[src/rtl/keypad_event_pkg.sv]
// Shared definitions for the keypad event controller.
//   reg_addr_t  : register select decode for the 2-bit bus address
//   *_BIT       : bit positions of fields inside the EVENT/STATUS/CTRL words
//   key_event_t : one queued event, {level, idx}
package keypad_event_pkg;

    typedef enum logic [1:0] {
        ADDR_STATE  = 2'd0,
        ADDR_EVENT  = 2'd1,
        ADDR_STATUS = 2'd2,
        ADDR_CTRL   = 2'd3
    } reg_addr_t;

    // EVENT word
    localparam int unsigned EVT_VALID_BIT = 31;
    localparam int unsigned EVT_LEVEL_BIT = 8;
    localparam int unsigned EVT_IDX_W     = 5;

    // STATUS word
    localparam int unsigned STS_OVF_BIT   = 7;
    localparam int unsigned STS_FULL_BIT  = 6;
    localparam int unsigned STS_COUNT_W   = 6;

    // CTRL word
    localparam int unsigned CTRL_IRQ_EN_BIT     = 0;
    localparam int unsigned CTRL_FLUSH_BIT      = 1;
    localparam int unsigned CTRL_PRESS_ONLY_BIT = 2;

    typedef struct packed {
        logic                 level;
        logic [EVT_IDX_W-1:0] idx;
    } key_event_t;

endpackage

[src/rtl/keypad_event_ctrl_key_debouncer.sv]
// Per-key synchroniser and debouncer.
//   clk, reset    : clock, asynchronous active-high reset
//   i_key         : raw key level (asynchronous)
//   o_stable      : accepted (debounced) level
//   o_change      : one-cycle pulse in the cycle the stable level is about to flip
//   o_new_level   : level that o_change will load into o_stable
module key_debouncer #(
    parameter int unsigned DEBOUNCE_CYCLES = 16
) (
    input  logic clk,
    input  logic reset,
    input  logic i_key,
    output logic o_stable,
    output logic o_change,
    output logic o_new_level
);

    localparam int unsigned CW = $clog2(DEBOUNCE_CYCLES + 1);
    localparam logic [CW-1:0] CNT_LAST = CW'(DEBOUNCE_CYCLES - 1);

    logic          r_sync1;
    logic          r_sync2;
    logic          r_stable;
    logic [CW-1:0] r_cnt;
    logic          w_differ;

    assign w_differ    = (r_sync2 != r_stable);
    // The increment that would make the counter reach DEBOUNCE_CYCLES is the
    // one that accepts the new level instead.
    assign o_change    = w_differ && (r_cnt == CNT_LAST);
    assign o_stable    = r_stable;
    assign o_new_level = r_sync2;

    always_ff @(posedge clk or posedge reset) begin
        if (reset) begin
            r_sync1  <= 1'b0;
            r_sync2  <= 1'b0;
            r_stable <= 1'b0;
            r_cnt    <= '0;
        end else begin
            r_sync1 <= i_key;
            r_sync2 <= r_sync1;
            if (o_change) begin
                r_stable <= r_sync2;
                r_cnt    <= '0;
            end else if (w_differ) begin
                r_cnt <= r_cnt + 1'b1;
            end else begin
                r_cnt <= '0;
            end
        end
    end

endmodule

[src/rtl/keypad_event_ctrl.sv]
// Memory-mapped keypad controller: debounces NUM_KEYS raw inputs, queues
// press/release events in a FIFO and exposes them on the data-memory bus.
//   clk, reset : fastClk, asynchronous active-high reset
//   keys_in    : raw key levels, 1 = pressed
//   en, addr   : bank select and register select (STATE/EVENT/STATUS/CTRL)
//   rd_pop     : read strobe that pops the EVENT FIFO head
//   memWrite   : byte enables (bit 0 only), wdata : write data
//   rdata      : combinational read data, 0 when not selected
//   irq        : registered level interrupt, irq_en & FIFO not empty
module keypad_event_ctrl
    import keypad_event_pkg::*;
#(
    parameter int unsigned NUM_KEYS        = 8,
    parameter int unsigned DEBOUNCE_CYCLES = 16,
    parameter int unsigned FIFO_DEPTH      = 8
) (
    input  logic                clk,
    input  logic                reset,
    input  logic [NUM_KEYS-1:0] keys_in,
    input  logic                en,
    input  logic [1:0]          addr,
    input  logic                rd_pop,
    input  logic [3:0]          memWrite,
    input  logic [31:0]         wdata,
    output logic [31:0]         rdata,
    output logic                irq
);

    localparam int unsigned PW = $clog2(FIFO_DEPTH);
    localparam int unsigned CW = PW + 1;

    logic [NUM_KEYS-1:0] w_stable;
    logic [NUM_KEYS-1:0] w_change;
    logic [NUM_KEYS-1:0] w_new_level;
    logic [NUM_KEYS-1:0] w_set;
    logic [NUM_KEYS-1:0] w_push_sel;
    logic [NUM_KEYS-1:0] r_pending;

    logic                w_any;
    key_event_t          w_push_event;

    key_event_t          r_mem [FIFO_DEPTH];
    logic [PW-1:0]       r_wr_ptr;
    logic [PW-1:0]       r_rd_ptr;
    logic [CW-1:0]       r_count;
    logic                r_overflow;
    logic                r_irq_en;
    logic                r_press_only;
    logic                r_irq;

    logic                w_empty;
    logic                w_full;
    logic                w_ctrl_wr;
    logic                w_flush;
    logic                w_pop;
    logic                w_push;
    logic                w_drop;
    key_event_t          w_head;
    logic                w_unused_ok;

    assign w_unused_ok = ^{memWrite[3:1], wdata[31:3]};

    for (genvar k = 0; k < NUM_KEYS; k++) begin : g_key
        key_debouncer #(
            .DEBOUNCE_CYCLES(DEBOUNCE_CYCLES)
        ) u_deb (
            .clk        (clk),
            .reset      (reset),
            .i_key      (keys_in[k]),
            .o_stable   (w_stable[k]),
            .o_change   (w_change[k]),
            .o_new_level(w_new_level[k])
        );
    end

    // In press-only mode a falling edge still updates the stable level but
    // never raises a pending flag.
    assign w_set = w_change & (w_new_level | {NUM_KEYS{~r_press_only}});

    // Lowest-index pending key wins; the event carries its current stable level.
    always_comb begin
        w_any        = 1'b0;
        w_push_sel   = '0;
        w_push_event = '0;
        for (int unsigned k = 0; k < NUM_KEYS; k++) begin
            if (r_pending[k] && !w_any) begin
                w_any              = 1'b1;
                w_push_sel[k]      = 1'b1;
                w_push_event.level = w_stable[k];
                w_push_event.idx   = EVT_IDX_W'(k);
            end
        end
    end

    assign w_empty   = (r_count == '0);
    assign w_full    = (r_count == CW'(FIFO_DEPTH));
    assign w_ctrl_wr = en && memWrite[0] && (addr == ADDR_CTRL);
    assign w_flush   = w_ctrl_wr && wdata[CTRL_FLUSH_BIT];
    assign w_pop     = en && rd_pop && (addr == ADDR_EVENT) && !w_empty;
    // A pop in the same cycle frees the slot, so a full FIFO still accepts.
    assign w_push    = w_any && (!w_full || w_pop);
    assign w_drop    = w_any && w_full && !w_pop;
    assign w_head    = r_mem[r_rd_ptr];

    // The selected pending bit is consumed whether pushed or dropped; a
    // simultaneous new detection on that key keeps it set.
    always_ff @(posedge clk or posedge reset) begin
        if (reset) begin
            r_pending <= '0;
        end else begin
            r_pending <= (r_pending & ~w_push_sel) | w_set;
        end
    end

    always_ff @(posedge clk) begin
        if (w_push) begin
            r_mem[r_wr_ptr] <= w_push_event;
        end
    end

    always_ff @(posedge clk or posedge reset) begin
        if (reset) begin
            r_wr_ptr   <= '0;
            r_rd_ptr   <= '0;
            r_count    <= '0;
            r_overflow <= 1'b0;
        end else if (w_flush) begin
            r_wr_ptr   <= '0;
            r_rd_ptr   <= '0;
            r_count    <= '0;
            r_overflow <= 1'b0;
        end else begin
            if (w_push) begin
                r_wr_ptr <= r_wr_ptr + 1'b1;
            end
            if (w_pop) begin
                r_rd_ptr <= r_rd_ptr + 1'b1;
            end
            if (w_push && !w_pop) begin
                r_count <= r_count + 1'b1;
            end else if (!w_push && w_pop) begin
                r_count <= r_count - 1'b1;
            end
            if (w_drop) begin
                r_overflow <= 1'b1;
            end
        end
    end

    always_ff @(posedge clk or posedge reset) begin
        if (reset) begin
            r_irq_en     <= 1'b0;
            r_press_only <= 1'b0;
            r_irq        <= 1'b0;
        end else begin
            if (w_ctrl_wr) begin
                r_irq_en     <= wdata[CTRL_IRQ_EN_BIT];
                r_press_only <= wdata[CTRL_PRESS_ONLY_BIT];
            end
            r_irq <= r_irq_en && !w_empty;
        end
    end

    assign irq = r_irq;

    always_comb begin
        rdata = '0;
        if (en) begin
            case (addr)
                ADDR_STATE: begin
                    rdata[NUM_KEYS-1:0] = w_stable;
                end
                ADDR_EVENT: begin
                    if (!w_empty) begin
                        rdata[EVT_VALID_BIT]       = 1'b1;
                        rdata[EVT_LEVEL_BIT]       = w_head.level;
                        rdata[EVT_IDX_W-1:0]       = w_head.idx;
                    end
                end
                ADDR_STATUS: begin
                    rdata[STS_OVF_BIT]         = r_overflow;
                    rdata[STS_FULL_BIT]        = w_full;
                    rdata[STS_COUNT_W-1:0]     = STS_COUNT_W'(r_count);
                end
                default: begin
                    rdata[CTRL_PRESS_ONLY_BIT] = r_press_only;
                    rdata[CTRL_IRQ_EN_BIT]     = r_irq_en;
                end
            endcase
        end
    end

endmodule

[config.mk]
export PLATFORM = sky130hd
export DESIGN_NAME = keypad_event_ctrl
export DESIGN_NICKNAME = d
export VERILOG_FILES = /design/src/rtl/keypad_event_pkg.sv /design/src/rtl/keypad_event_ctrl_key_debouncer.sv /design/src/rtl/keypad_event_ctrl.sv
export SDC_FILE = /design/constraint.sdc
export NUM_CORES = 1
export LEC_CHECK = 0
export ABC_CLOCK_PERIOD_IN_PS = 4690
export BUFFER_PORTS_ARGS = -buffer_cell sky130_fd_sc_hd__buf_2
export CORE_ASPECT_RATIO = 0.75
export CORE_MARGIN = 2
export CORE_UTILIZATION = 60
export DETAILED_ROUTE_END_ITERATION = 10
export GPL_TIMING_DRIVEN = 0
export HOLD_SLACK_MARGIN = 0.12
export PLACE_DENSITY = 0.93
export SYNTH_ARGS = -nofsm -noshare
export SYNTH_HDL_FRONTEND = slang
export SYNTH_SLANG_ARGS = --single-unit
[constraint.sdc]
create_clock -name clk -period 4.69 [get_ports clk]
set_clock_uncertainty 0.2 [all_clocks]
set_input_delay 0.938 -clock clk [delete_from_list [all_inputs] [get_ports clk]]
set_output_delay 0.938 -clock clk [all_outputs]
set_load 0.005 [all_outputs]
==> results of run 1 <==
report_power, final:
| part | internal [uW] | total (uW) | switching [uW] |
|---|---|---|---|
| combinational | 230 | 470 | 240 |
| sequential | 1110 | 1180 | 70.5 |
| clock | 809 | 1260 | 454 |
| total | 2150 | 2920 | 765 |
cell type report:
| class | count | area share (%) |
|---|---|---|
| flip-flops and latches | 118 | 48.3 |
| well taps | 112 | 2.17 |
| clock buffers | 20 | 7.10 |
| clock inverters | 12 | 1.98 |
| inverters | 24 | 1.44 |
| plain buffers | 32 | 3.41 |
| multi-input cells | 302 | 33.1 |
| repair buffers | 28 | 2.52 |
flip-flops by register name, indices dropped and copies added (netlist names):
| name | cells |
|---|---|
| r_count | 4 |
| r_wr_ptr | 3 |
| r_irq_en | 1 |
| r_mem | 32 |
| r_press_only | 1 |
| irq | 1 |
| g_key.u_deb.r_cnt | 40 |
| g_key.u_deb.o_new_level | 8 |
| r_rd_ptr | 3 |
| g_key.u_deb.o_stable | 8 |
| r_pending | 8 |
| g_key.u_deb.r_sync1 | 8 |
| r_overflow | 1 |
logic make-up (layout without fill, tap and decap cells):
family / count (synthesis) / in the layout / share of synthesized area, %
other: 1 / 22 / 0.0684
DFF: 118 / 118 / 56.8
adders and majority gates: 21 / 21 / 4.93
buffers and inverters: 56 / 116 / 5.66
and+or+nand+nor: 150 / 150 / 14.9
muxes: 27 / 27 / 7.03
AOI/OAI and AO/OA: 62 / 62 / 7.42
xor gates and xnor gates: 20 / 20 / 3.20
stage by stage:
step	util, %	std cells
6_report	71.9	648
5_1_grt	71.9	648
4_1_cts	71.9	648
3_5_place_dp	65.4	616
3_3_place_gp	65.0	615
2_1_floorplan	-	476
layer usage:
layer	global-route usage (%)	part of all wire, %	wire length (microns)	up-vias
met1	28.3	40	4220	1795
met3	9.16	7.7	810	19
met5	0	0	0	-
met4	10.3	1.6	169	0
li1	-	-	-	1702
met2	40.4	51	5350	139
worst paths after layout:
kind	from	endpoint	slack, ns
setup / recovery	r_rd_ptr[0]	rdata[0]	1.27
hold / removal	g_key[2].u_deb.r_sync1	g_key[2].u_deb.o_new_level	0.15
setup reg to reg	r_count[1]	r_count[3]	1.74
hold reg to reg	g_key[2].u_deb.r_sync1	g_key[2].u_deb.o_new_level	0.15
max in group asynchronous	reset	r_rd_ptr[2]	3.44
min in group asynchronous	reset	g_key[2].u_deb.r_cnt[0]	0.26
layout by cell type (no fill, tap or decap), types with 3 or more instances in the layout:
| master | Yosys | final |
|---|---|---|
| a21oi_1 | 12 | 12 |
| conb_1 | 1 | 22 |
| clkbuf_16 | 0 | 18 |
| nand2b_1 | 22 | 22 |
| dfrtp_1 | 86 | 86 |
| clkinv_2 | 0 | 3 |
| mux4_2 | 8 | 8 |
| nor4_4 | 3 | 3 |
| xor2_1 | 9 | 9 |
| edfxtp_1 | 32 | 32 |
| a31oi_1 | 3 | 3 |
| nor3_1 | 7 | 7 |
| a22o_1 | 4 | 4 |
| inv_1 | 24 | 23 |
| nand3_1 | 10 | 10 |
| nand3b_1 | 3 | 3 |
| clkbuf_1 | 4 | 6 |
| o21ai_0 | 18 | 18 |
| nand2_1 | 20 | 20 |
| xnor2_1 | 11 | 11 |
| buf_2 | 2 | 29 |
| ha_1 | 20 | 20 |
| nor3b_1 | 3 | 3 |
| mux2_2 | 12 | 12 |
| and2_1 | 3 | 3 |
| and3_1 | 8 | 8 |
| clkinvlp_4 | 0 | 5 |
| mux2i_1 | 7 | 7 |
| buf_4 | 24 | 24 |
| a21o_1 | 8 | 8 |
| nor2_1 | 57 | 57 |
==> reports/qor.yml, run 1 <==
status: "completed"
path_clk_slew_ns: 0.05
r2r_cells: 8
postCtsHoldBufs: 0
coreArea_sq_mm: 0.00897
vdd.ir_drop.worst_mv: 0.283
ys_ff_latch: 118
pin_count: 83
drt.antenna.violating_nets: 0
drv_cap: 0
fmax_mhz: 292
rows: 30
routabilityCongestion: 0.818
seq_area_frac_synth_pct: 56.8
yosysUniqueCellTypes: 51
pre_cts_ws_ns: 1.40
cp_common_cell: "buf_2"
period_share_pct: 73.0
die_w_microns: 114
start_kind: "flop"
syn2layout_area_growth_pct: 17.7
overflow: 0
dpl_cell_area_sq_mm: 0.00586
synth_top_area_share_pct: 39.3
netlist_top_cells_area: "dfrtp_1, edfxtp_1, ha_1"
worst_pin_slew_ns: 1.06
insertion_delay_ns: 0.42
multi_input_area_sq_mm: 0.00214
path_class: "flop to primary output"
yosysWarnings: 0
slew_headroom_pct: 29.0
num_antenna_cells: 0
post-route-cell-area_sq_mm: 0.00645
cp-end-kind: "primary output"
finalHoldViolations: 0
route.detailed.drc: 0
power_uw: 2920
antenna_found_initial: 0
setup-violations-final: 0
synth-main-ff-cell: "dfrtp_1"
layout_setup_ws_ns: 1.27
port-buffer-count: 27
nFillCells: 575
drt_iter0_drc: 302
p_leak_uw: 0.00297
dieArea_sq_mm: 0.00992
synth_most_common_cell: "dfrtp_1"
whs_path_depth: 0
cts_tree: "yes"
grt_start_max_net_pins: 69
cts_buffer_depth: 2
dp_hpwl_microns: 7310
synth_area_sq_mm: 0.00548
cp_data_required_time_ns: 3.55
drive_above_1_share_pct: 22.0
die_y_microns: 86.8
whs_ns: 0.146
crit_cells: 6
rsz0062_at_grt: "no"
cts_max_level: 4
dr.pass1.iters: 5
drt-vias-per-instance: 5.64
grt_first_pass_wirelength_microns: 17700
initial_core_util_pct: 61.1
cts_root_buffer: "clkbuf_16"
grt_pass1_vias: 3796
async_flop_share_pct: 72.9
cts.sinks: 118
yosys.area.top_type: "dfrtp_1"
synthTopCellsByCount: "dfrtp_1, nor2_1, edfxtp_1"
crit_arrival_ns: 2.29
min_path_type: "flop to flop"
vias: 3655
critPathBufInv: 2
slowest_delay_ns: 0.56
routed_wl_microns: 10500
worstPathMaxFanout: 9
powerDensity_mw_per_mm2: 452
post-route-min-period_ns: 3.42
syn_inst: 455
path_delay_family: "multiplexers"
cts_resized: 0
wl_per_cell_microns: 16.3
tns_ns: 0
post_cts_buffers: 0
fin_nets: 594
synth_edf_count: 32
cts_buffers: 17
ff_latch_area_sq_mm: 0.00311
cp_cell_sequence: "buf_2 > mux4_2 > mux2_2 > nand2_1 > a31oi_1 > buf_2"
slowest_stage: "mux4_2"
drv_slew: 0
syn_avg_cell_area_sq_um: 12.0
grt_usage_pct: 24.2
Note: power is estimated with default switching activity, not from simulation.
==> inputs of run 2 (changes only) <==
--- a/config.mk
+++ b/config.mk
@@ -5,15 +5,16 @@
 export SDC_FILE = /design/constraint.sdc
 export NUM_CORES = 1
 export LEC_CHECK = 0
-export ABC_CLOCK_PERIOD_IN_PS = 4690
+export ABC_AREA = 1
+export ABC_CLOCK_PERIOD_IN_PS = 3100
 export BUFFER_PORTS_ARGS = -buffer_cell sky130_fd_sc_hd__buf_2
 export CORE_ASPECT_RATIO = 0.75
 export CORE_MARGIN = 2
-export CORE_UTILIZATION = 60
+export CORE_UTILIZATION = 51
 export DETAILED_ROUTE_END_ITERATION = 10
 export GPL_TIMING_DRIVEN = 0
 export HOLD_SLACK_MARGIN = 0.12
-export PLACE_DENSITY = 0.93
+export PLACE_DENSITY = 0.86
 export SYNTH_ARGS = -nofsm -noshare
 export SYNTH_HDL_FRONTEND = slang
 export SYNTH_SLANG_ARGS = --single-unit
==> constraint.sdc (replaced) <==
create_clock -name clk -period 3.1 [get_ports clk]
set_clock_uncertainty 0.2 [all_clocks]
set_input_delay 0.62 -clock clk [delete_from_list [all_inputs] [get_ports clk]]
set_output_delay 0.62 -clock clk [all_outputs]
set_load 0.005 [all_outputs]
==> reports/qor.yml, run 2 <==
cp-end-kind: "primary output"  # unchanged
seq_area_frac_synth_pct: 57.1  # was 56.8%
vdd.ir_drop.worst_mv: 0.478  # was 0.283 mV
rsz0062_at_grt: "no"  # unchanged
start_kind: "flop"  # unchanged
setup-violations-final: 0  # unchanged
worstPathMaxFanout: 10  # was 9
post-route-min-period_ns: 2.86
ff_latch_area_sq_mm: 0.00311  # unchanged
port-buffer-count: 28  # was 27
yosysWarnings: 0  # unchanged
post_cts_buffers: 0  # unchanged
drive_above_1_share_pct: 16.4  # was 22.0%
reg_top3: "g_key.u_deb.r_cnt x40, r_mem x32"  # unchanged
grt_first_pass_wirelength_microns: 17900  # was 17,700 microns
synth_top_area_share_pct: 39.5  # was 39.3%
yosysUniqueCellTypes: 41  # was 51
cts_tree: "yes"  # unchanged
yosys.area.top_type: "dfrtp_1"  # unchanged
nFillCells: 753  # was 575
netlist_top_cells_area: "dfrtp_1, edfxtp_1, nor2_1"  # was dfrtp_1, edfxtp_1, ha_1
r2r-start: "r_pending[0]"  # was r_count[1]
grt_pass1_vias: 3755  # was 3,796
cts_buffers: 17  # unchanged
dp_hpwl_microns: 7620  # was 7310 microns
whs_path_depth: 0  # unchanged
grt_start_max_net_pins: 45  # was 69
dpl_cell_area_sq_mm: 0.00587  # was 0.00586 sq mm
tns_ns: 0  # unchanged
r2r_cells: 14  # was 8
grt_usage_pct: 20.4  # was 24.2%
worst_pin_slew_ns: 0.727  # was 1.06 ns
syn_inst: 557  # was 455
insertion_delay_ns: 0.41  # was 0.42 ns
ys_ff_latch: 118  # unchanged
routabilityCongestion: 0.875  # was 0.818
coreArea_sq_mm: 0.0103  # was 0.00897 sq mm
finalHoldViolations: 0  # unchanged
pin_count: 83  # unchanged
die_y_microns: 93.6  # was 86.8 microns
slew_headroom_pct: 51.5  # was 29.0%
vias: 3920  # was 3,655
path_clk_slew_ns: 0.05  # about the same
hold_path_end: "g_key[0].u_deb.o_new_level"  # was g_key[2].u_deb.o_new_level
routed_wl_microns: 10900  # was 10,500 microns
drt-vias-per-instance: 5.00  # was 5.64
dr.pass1.iters: 5  # unchanged
period_share_pct: 92.4
multi_input_area_sq_mm: 0.00197  # was 0.00214 sq mm
path_class: "flop to primary output"  # unchanged
die_w_microns: 123  # was 114 microns
rrSetupSlack_ns: 0.61  # was 1.74 ns
cts_buffer_depth: 2  # unchanged
synth-main-ff-cell: "dfrtp_1"  # unchanged
synth_edf_count: 32  # unchanged
powerDensity_mw_per_mm2: 682  # was 452 mW/mm^2
wl_per_cell_microns: 13.9  # was 16.3 microns
fmax_mhz: 349
initial_core_util_pct: 52.8  # was 61.1%
num_antenna_cells: 0  # unchanged
fin_nets: 706  # was 594
async_flop_share_pct: 72.9  # unchanged
largest_reg_flops: 40  # unchanged
largest-register: "g_key.u_deb.r_cnt"  # unchanged
rr_endpoint: "r_count[3]"  # unchanged
cts_root_buffer: "clkbuf_16"  # unchanged
rows: 32  # was 30
syn_avg_cell_area_sq_um: 9.79  # was 12.0 sq um
cts.sinks: 118  # unchanged
mostFrequentLayoutCells: "nor2_1, nand2_1, dfrtp_1, inv_1"  # was dfrtp_1, nor2_1, edfxtp_1, buf_2, buf_4
route.detailed.drc: 0  # unchanged
antenna_found_initial: 0  # unchanged
drt_iter0_drc: 292  # was 302
cts_max_level: 4  # unchanged
synth_most_common_cell: "nor2_1"  # was dfrtp_1
status: "completed"  # unchanged
dieArea_sq_mm: 0.0115  # was 0.00992 sq mm
drt.antenna.violating_nets: 0  # unchanged
p_leak_uw: 0.00311  # was 0.00297 uW
hp-start: "g_key[0].u_deb.r_sync1"  # was g_key[2].u_deb.r_sync1
drv_cap: 0  # unchanged
min_path_type: "flop to flop"  # unchanged
post-route-cell-area_sq_mm: 0.00656  # was 0.00645 sq mm
synthTopCellsByCount: "nor2_1, nand2_1, dfrtp_1"  # was dfrtp_1, nor2_1, edfxtp_1
overflow: 0  # unchanged
final_common_cell: "nor2_1"  # was dfrtp_1
drv_slew: 0  # unchanged
crit_arrival_ns: 2.04  # was 2.29 ns
syn2layout_area_growth_pct: 20.2  # was 17.7%
cp_data_required_time_ns: 2.28  # was 3.55 ns
synth_area_sq_mm: 0.00545  # was 0.00548 sq mm
-- run 2: cell types whose count changed after synthesis, moves of 12 or more --
cell,previous run,this run
inv_1,24,64
nor2_1,57,102
o21ai_0,18,32
nand3_1,10,23
nand2b_1,22,0
mux2_2,12,0
nand2_1,20,87
-- run 2: cell type report --
cell class,count,area share (%)
timing repair buffer,38,3.82
buffer,27,2.94
clock buffer,24,7.67
tap,136,2.59
inverter,69,4.06
sequential,118,47.5
multi-input combinational,364,30.0
clock inverter,8,1.43
-- run 2: cell families after synthesis --
| logic type | after synthesis | share of synthesized area (%) |
|---|---|---|
| AOI/OAI and AO/OA | 64 | 6.93 |
| other | 1 | 0.0688 |
| and+or+nand+nor | 238 | 19.6 |
| adders and majority gates | 21 | 4.96 |
| xor gates and xnor gates | 19 | 3.05 |
| buffers and inverters | 96 | 8.28 |
| DFF | 118 | 57.1 |
-- run 2: through the flow --
step	utilization (%)	hold WS (ns)	std cells	setup WS (ns)	power [uW]
final	63.5	0.146	784	0.237	4470
after detailed placement	56.8	0.136	743	0.469	2520
after global routing	63.5	0.154	784	0.0955	4670
after CTS	63.4	0.147	784	0.145	4470
after global placement	56.6	0.135	742	-0.812	2480
after floorplan	-	0.131	578	0.0582	2320
-- run 2: how the worst max path moves through the flow --
stage	start	endpoint	cells past startpoint
final	r_rd_ptr[0]	rdata[2]	7
after global routing	r_rd_ptr[0]	rdata[2]	7
after CTS	r_rd_ptr[0]	rdata[1]	8
after detailed placement	addr[1]	rdata[1]	5
after global placement	reset	g_key[2].u_deb.r_cnt[3]	2
after floorplan	reset	g_key[0].u_deb.o_new_level	1
-- run 2: per-layer routing --
metal | track usage (%) | part of all wire, %
met1 | 26.3 | 44
met3 | 5.30 | 5.5
met5 | 0 | 0
met2 | 33.6 | 48
met4 | 6.91 | 1.8
-- run 2: repair_timing --
item,in CTS,in global routing
gates resized for setup,0,6
setup endpoints to repair,0,2
hold buffers,9,0
hold endpoints to repair,51,0
-- run 2: critical path, stage by stage (launching register included) --
cell and delay (ns):
dfrtp_1 0.37, buf_2 0.18, clkbuf_2 0.21, o21ai_0 0.24, o21ai_0 0.15, o211ai_1 0.21
a21oi_1 0.12, buf_2 0.15
-- run 2: power by group --
part / leakage, uW / switching (uW) / internal [uW] / total [uW]
Combinational: 0.00139 / 467 / 280 / 747
Clock: 0.000295 / 661 / 1290 / 1950
Sequential: 0.00143 / 87.0 / 1690 / 1780
